File: src/rtl/ex_muldiv_sequencer.sv
// Iterative RV32M multiply/divide unit beside the EX-stage ALU.
// Radix-2 shift-add multiply and restoring divide, one bit per cycle, with a fast path for the RISC-V divide corner cases.
module ex_muldiv_sequencer #(
    parameter int XLEN = 32
) (
    input  logic            clk,
    input  logic            reset,
    input  logic            start,
    input  logic [2:0]      funct3,
    input  logic [XLEN-1:0] op_a,
    input  logic [XLEN-1:0] op_b,
    input  logic            flush,
    output logic            stall,
    output logic            busy,
    output logic            result_valid,
    output logic [XLEN-1:0] result
);

    localparam int CW = $clog2(XLEN);

    typedef enum logic [1:0] {
        IDLE,
        RUN,
        FIN,
        DONE
    } state_t;

    state_t            state_q, state_d;
    logic [CW-1:0]     cnt_q, cnt_d;
    logic [2:0]        funct3_q, funct3_d;
    logic              neg_q, neg_d;
    logic [XLEN-1:0]   m_q, m_d;
    logic [2*XLEN-1:0] acc_q, acc_d;
    logic [XLEN-1:0]   result_q, result_d;
    logic              result_valid_q, result_valid_d;

    logic              is_div, a_signed, b_signed, sa, sb, neg_start;
    logic              div_by_zero, overflow, fast_path;
    logic [XLEN-1:0]   a_mag, b_mag, fast_result;
    logic [XLEN:0]     mul_sum, div_shift, div_diff;
    logic [2*XLEN-1:0] acc_mul, acc_div, prod_fix;
    logic [XLEN-1:0]   quo_fix, rem_fix, fin_result;

    // Operand decode for the instruction currently presented by EX.
    always_comb begin
        is_div      = funct3[2];
        a_signed    = (funct3 == 3'd1) || (funct3 == 3'd2) || (funct3 == 3'd4) || (funct3 == 3'd6);
        b_signed    = (funct3 == 3'd1) || (funct3 == 3'd4) || (funct3 == 3'd6);
        sa          = a_signed && op_a[XLEN-1];
        sb          = b_signed && op_b[XLEN-1];
        a_mag       = sa ? -op_a : op_a;
        b_mag       = sb ? -op_b : op_b;
        // REM takes the dividend's sign; every other signed op takes the product of signs.
        neg_start   = (funct3 == 3'd6) ? sa : (sa ^ sb);
        div_by_zero = is_div && (op_b == '0);
        overflow    = ((funct3 == 3'd4) || (funct3 == 3'd6)) &&
                      (op_a == {1'b1, {(XLEN-1){1'b0}}}) && (op_b == '1);
        fast_path   = div_by_zero || overflow;
        if (div_by_zero) begin
            fast_result = funct3[1] ? op_a : '1;
        end else begin
            fast_result = funct3[1] ? '0 : op_a;
        end
    end

    // One iteration step and the final sign correction.
    always_comb begin
        mul_sum   = {1'b0, acc_q[2*XLEN-1:XLEN]} + (acc_q[0] ? {1'b0, m_q} : '0);
        acc_mul   = {mul_sum, acc_q[XLEN-1:1]};
        div_shift = {acc_q[2*XLEN-1:XLEN], acc_q[XLEN-1]};
        div_diff  = div_shift - {1'b0, m_q};
        if (!div_diff[XLEN]) begin
            acc_div = {div_diff[XLEN-1:0], acc_q[XLEN-2:0], 1'b1};
        end else begin
            acc_div = {div_shift[XLEN-1:0], acc_q[XLEN-2:0], 1'b0};
        end
        prod_fix = neg_q ? -acc_q : acc_q;
        quo_fix  = neg_q ? -acc_q[XLEN-1:0] : acc_q[XLEN-1:0];
        rem_fix  = neg_q ? -acc_q[2*XLEN-1:XLEN] : acc_q[2*XLEN-1:XLEN];
        case (funct3_q)
            3'd0:                fin_result = prod_fix[XLEN-1:0];
            3'd1, 3'd2, 3'd3:    fin_result = prod_fix[2*XLEN-1:XLEN];
            3'd4, 3'd5:          fin_result = quo_fix;
            default:             fin_result = rem_fix;
        endcase
    end

    always_comb begin
        // NOTE: every signal assigned here gets a default first, so no path leaves one unassigned and infers a latch.
        state_d        = state_q;
        cnt_d          = cnt_q;
        funct3_d       = funct3_q;
        neg_d          = neg_q;
        m_d            = m_q;
        acc_d          = acc_q;
        result_d       = result_q;
        result_valid_d = 1'b0;
        case (state_q)
            IDLE: begin
                if (start) begin
                    funct3_d = funct3;
                    neg_d    = neg_start;
                    cnt_d    = CW'(XLEN-1);
                    if (fast_path) begin
                        result_d       = fast_result;
                        result_valid_d = 1'b1;
                        state_d        = DONE;
                    end else begin
                        m_d     = is_div ? b_mag : a_mag;
                        acc_d   = {{XLEN{1'b0}}, (is_div ? a_mag : b_mag)};
                        state_d = RUN;
                    end
                end
            end
            RUN: begin
                acc_d = funct3_q[2] ? acc_div : acc_mul;
                if (cnt_q == '0) begin
                    state_d = FIN;
                end else begin
                    cnt_d = cnt_q - CW'(1);
                end
            end
            FIN: begin
                result_d       = fin_result;
                result_valid_d = 1'b1;
                state_d        = DONE;
            end
            DONE:    state_d = IDLE;
            default: state_d = IDLE;
        endcase
        // A redirect kills the op outright and leaves the last result untouched.
        if (flush) begin
            state_d        = IDLE;
            result_d       = result_q;
            result_valid_d = 1'b0;
        end
    end

    always_ff @(posedge clk or posedge reset) begin
        if (reset) begin
            state_q        <= IDLE;
            cnt_q          <= '0;
            funct3_q       <= '0;
            neg_q          <= 1'b0;
            m_q            <= '0;
            acc_q          <= '0;
            result_q       <= '0;
            result_valid_q <= 1'b0;
        end else begin
            // NOTE: non-blocking assignments so every flop samples the pre-edge values of the others.
            state_q        <= state_d;
            cnt_q          <= cnt_d;
            funct3_q       <= funct3_d;
            neg_q          <= neg_d;
            m_q            <= m_d;
            acc_q          <= acc_d;
            result_q       <= result_d;
            result_valid_q <= result_valid_d;
        end
    end

    assign stall        = (start && (state_q == IDLE)) || (state_q == RUN) || (state_q == FIN);
    assign busy         = (state_q == RUN) || (state_q == FIN);
    assign result_valid = result_valid_q;
    assign result       = result_q;

endmodule

File: config.mk
export PLATFORM = sky130hd
export DESIGN_NAME = ex_muldiv_sequencer
export DESIGN_NICKNAME = d
export VERILOG_FILES = /design/src/rtl/ex_muldiv_sequencer.sv
export SDC_FILE = /design/constraint.sdc
export NUM_CORES = 1
export LEC_CHECK = 0
export ABC_AREA = 1
export ABC_CLOCK_PERIOD_IN_PS = 5100
export BUFFER_PORTS_ARGS = -buffer_cell sky130_fd_sc_hd__buf_2
export CELL_PAD_IN_SITES_DETAIL_PLACEMENT = 1
export CELL_PAD_IN_SITES_GLOBAL_PLACEMENT = 1
export CORE_ASPECT_RATIO = 1.25
export CORE_UTILIZATION = 39
export CTS_CLUSTER_DIAMETER = 200
export DETAILED_ROUTE_END_ITERATION = 10
export HOLD_SLACK_MARGIN = 0.15
export PLACE_DENSITY = 0.85
export SYNTH_ARGS = -nofsm -noshare
export SYNTH_HDL_FRONTEND = slang
export SYNTH_SLANG_ARGS = --single-unit
File: constraint.sdc
create_clock -name clk -period 5.1 [get_ports clk]
set_input_delay 1.53 -clock clk [delete_from_list [all_inputs] [get_ports clk]]
set_output_delay 1.53 -clock clk [all_outputs]
set_load 0.03 [all_outputs]
==> flow_summary.json <==
{
  "status": "finished, final reports clean",
  "min_period_ns": 4.042,
  "swShare": 0.6261,
  "crit_slowest_cell": "nand2_2",
  "setup_tns_ns": 0,
  "setup_viol": 0,
  "ctsHoldBuffers": 0,
  "pwr-share-comb": 0.733,
  "grt_overflow": 0,
  "syn_avg_cell_area_um2": 5.521,
  "synth-warning-count": 0,
  "insertion_delay_ns": 0.46,
  "regArea_um2": 3506,
  "path_buf_inv": 2,
  "synth-seq-cells": 140,
  "tightestPinTransition_ns": 1.021,
  "grt_pass1_wl_um": 134100,
  "nNetsFinal": 3498,
  "drc": 0,
  "grt_use_total": 0.3675,
  "cellLeakagePower_nw": 10.33,
  "switchingPower_mw": 8.514,
  "synth_top_family_by_area": "simple AND/OR/NAND/NOR gates",
  "rows": 88,
  "worstPathArrival_ns": 4.38,
  "antenna_left": 0,
  "grt_pass1_vias": 22930,
  "finClkSkew_ns": 0.01277,
  "core_area_um2": 46350,
  "initial_utilization": 0.3966,
  "p_clk_frac": 0.088,
  "drt_pass1_iterations": 6,
  "max_stage_delay_ns": 0.54,
  "cts_setup_buffers": 0,
  "start_kind": "register",
  "seqPwrFrac": 0.180,
  "layout_setup_ws_ns": 1.058,
  "synth_mux_area_frac": 0.0005445,
  "antenna_found_initial": 4,
  "h-tree-depth": 4,
  "dpl-instance-area_um2": 19330,
  "relSlewSlack": 0.3185,
  "reg2regPathDepth": 17,
  "reg2reg_from": "acc_q[31]",
  "synth_area_um2": 18380,
  "io_buffers": 105,
  "dieWidth_um": 196.2,
  "ys_types": 50,
  "crit_path_end_kind": "register",
  "synth_most_common_cell": "nand2_1",
  "dieArea_um2": 48020,
  "clk_pin_slew_worst_paths_ns": 0.07,
  "power.total_mw": 13.60,
  "r2r-end": "acc_q[41]",
  "synth-compound-area-share": 0.1409,
  "required_ns": 5.44,
  "crit_path_frequent_cell": "nand2_1",
  "drive_gt1_frac": 0.06393,
  "drtIter0Drc": 2047,
  "yosys.area.top_type": "nand2_1",
  "internal-power_mw": 5.084,
  "ios": 106,
  "dieHeight_um": 244.7,
  "gp_congestion": 1.052,
  "post-route-period-util": 0.7925,
  "slew_violations": 0,
  "multi_input_area_um2": 12630,
  "path_class": "reg2reg",
  "rrSetupSlack_ns": 1.06,
  "synth_fa_ha_area_frac": 0.05254,
  "drt-total-wl_um": 87910,
  "synth_edf_count": 0,
  "synth_common_cells": "nand2_1, nand3_1, inv_1, nor2_1, o21ai_0",
  "yosys.area_share.simple": 0.4588,
  "grt_max_degree": 92,
  "cts_root_buf": "clkbuf_16",
  "cts_buffer_depth": 2,
  "vdd_drop_max_v": 0.0004247,
  "cts_sinks": 140,
  "timing.fmax_mhz": 247.4,
  "rsz0062_at_grt": "no",
  "dp_slack_ns": 0.9853,
  "postLayoutCoreUtil": 0.4283,
  "cts_resized": 0,
  "area_delta_synth_final_pct": 8.004,
  "synthArstFlopShare": 1.000,
  "worstPathCellList": "inv_1 > ha_1 > fa_1 > inv_1 > nand2_1 > nand2_1 > nand3_1 > nand2_1 > nand2_1 > nand2_1 > nand2_1 > nand2_1 > nand2_1 > nand2_2 > nand3_1 > nand4_1 > nand2_1",
  "cp_num_cells": 17,
  "wl_per_cell_um": 22.01,
  "synth-main-ff-cell": "dfrtp_1",
  "critical_path.top_delay_family": "simple AND/OR/NAND/NOR gates",
  "via_per_inst": 5.803,
  "synth_top_cells_by_area": "nand2_1, dfrtp_1, nand3_1, inv_1, nor2_1",
  "worstSetupStartpoint": "acc_q[31]",
  "drv_cap": 0,
  "seq_area_frac_synth": 0.1906,
  "crit_path_max_fanout": 27,
  "hpwl_um": 70290,
  "power_density_nw_per_um2": 684.9,
  "numCtsBuffers": 17,
  "netlist.area_leader.share": 0.2166,
  "critPathCapture": "acc_q[41]",
  "hold_viol_final": 0,
  "syn_inst": 3330,
  "syn-num-nets": 3477,
  "n_fill_cell": 6732,
  "vias": 23180,
  "synth_xor_area_frac": 0.03383,
  "cts_tree": "built",
  "hold_class": "reg2reg",
  "postLayoutCellArea_um2": 19860
}
-- worst register-to-register path, cell delays in order (launching register included) --
cell	delay (ns)
dfrtp_1	0.51
inv_1	0.12
ha_1	0.29
fa_1	0.49
inv_1	0.08
nand2_1	0.05
nand2_1	0.10
nand3_1	0.08
nand2_1	0.21
nand2_1	0.09
nand2_1	0.18
nand2_1	0.19
nand2_1	0.12
nand2_1	0.09
nand2_2	0.54
nand3_1	0.50
nand4_1	0.22
nand2_1	0.07
-- worst min path at each step --
stage | start | to | depth (start not counted)
after floorplan | funct3_q[0] | funct3_q[0] | 2
after global placement | result[5] | result[5] | 2
after detailed placement | result[10] | result[10] | 2
after CTS | result[6] | result[6] | 2
after global routing | result[26] | result[26] | 2
final | result[10] | result[10] | 2
-- metal layers --
metal,wire (µm),GRT usage
met5,13,0
met4,7530,0.2806
met3,5815,0.05331
met2,41290,0.6164
met1,33260,0.4223
-- final cells by class --
class | count | share of cell area
well taps | 630 | 0.03970
clock inverters | 11 | 0.004411
inverters | 428 | 0.08110
flip-flops and latches | 140 | 0.1766
multi-input cells | 2627 | 0.6363
diodes | 1 | 0.0001260
repair buffers | 137 | 0.03983
clock buffers | 20 | 0.02199
-- state kept, by name, summed over array words and instances (netlist names) --
register / count
m_q: 32
state_q: 2
funct3_q: 3
cnt_q: 5
result: 32
acc_q: 64
result_valid: 1
neg_q: 1
-- cell usage in the layout (no fill, tap or decap), types with 3 or more instances in the layout --
master / Yosys / routed
o21ai_0: 213 / 213
clkbuf_16: 0 / 17
o21ai_1: 15 / 15
inv_2: 7 / 7
nor2_4: 3 / 4
inv_6: 0 / 5
clkbuf_1: 69 / 3
a21o_1: 4 / 4
a31oi_1: 31 / 31
buf_2: 28 / 105
o211ai_1: 27 / 27
nor3_1: 26 / 26
o31ai_1: 3 / 3
inv_1: 419 / 418
ha_1: 74 / 74
o21a_1: 3 / 3
nor2_2: 12 / 12
nand3_1: 445 / 445
a21oi_1: 166 / 165
clkinvlp_4: 0 / 5
nor2_1: 358 / 357
and2_1: 6 / 6
nand3b_1: 20 / 20
nor4_1: 7 / 7
o21bai_1: 9 / 9
nand2_1: 1061 / 1061
xnor2_1: 23 / 23
nand2_2: 3 / 3
xor2_1: 48 / 48
nand4_1: 35 / 35
dfrtp_1: 140 / 138
buf_4: 9 / 30
or2_2: 13 / 13
-- power groups by stage --
stage               registers, mW  clock network [mW]  logic [mW]
finish                       2.44                1.19        9.96
global route                 2.47                1.24        10.9
CTS                          2.41                1.20        9.72
detailed placement           2.42                   0        9.65
global placement             2.42                   0        9.41
floorplan                    2.24                   0        6.54
-- cells by family (layout without fill, tap and decap cells) --
logic type	after synthesis	after routing
compound gates	481	481
xor+xnor	71	71
fa+ha+maj	76	76
buf+inv	563	596
flops	140	140
mux	1	1
other cells	0	1
simple gates	1998	1998
-- per-stage QoR --
stage / std cells / hold WS (ns)
6_report: 3994 / 0.4859
5_1_grt: 3994 / 0.5069
4_1_cts: 3993 / 0.4908
3_5_place_dp: 3962 / 0.4674
3_3_place_gp: 3962 / 0.4637
2_1_floorplan: 3330 / 0.4720
No activity file was read; power rests on OpenSTA's default activity.
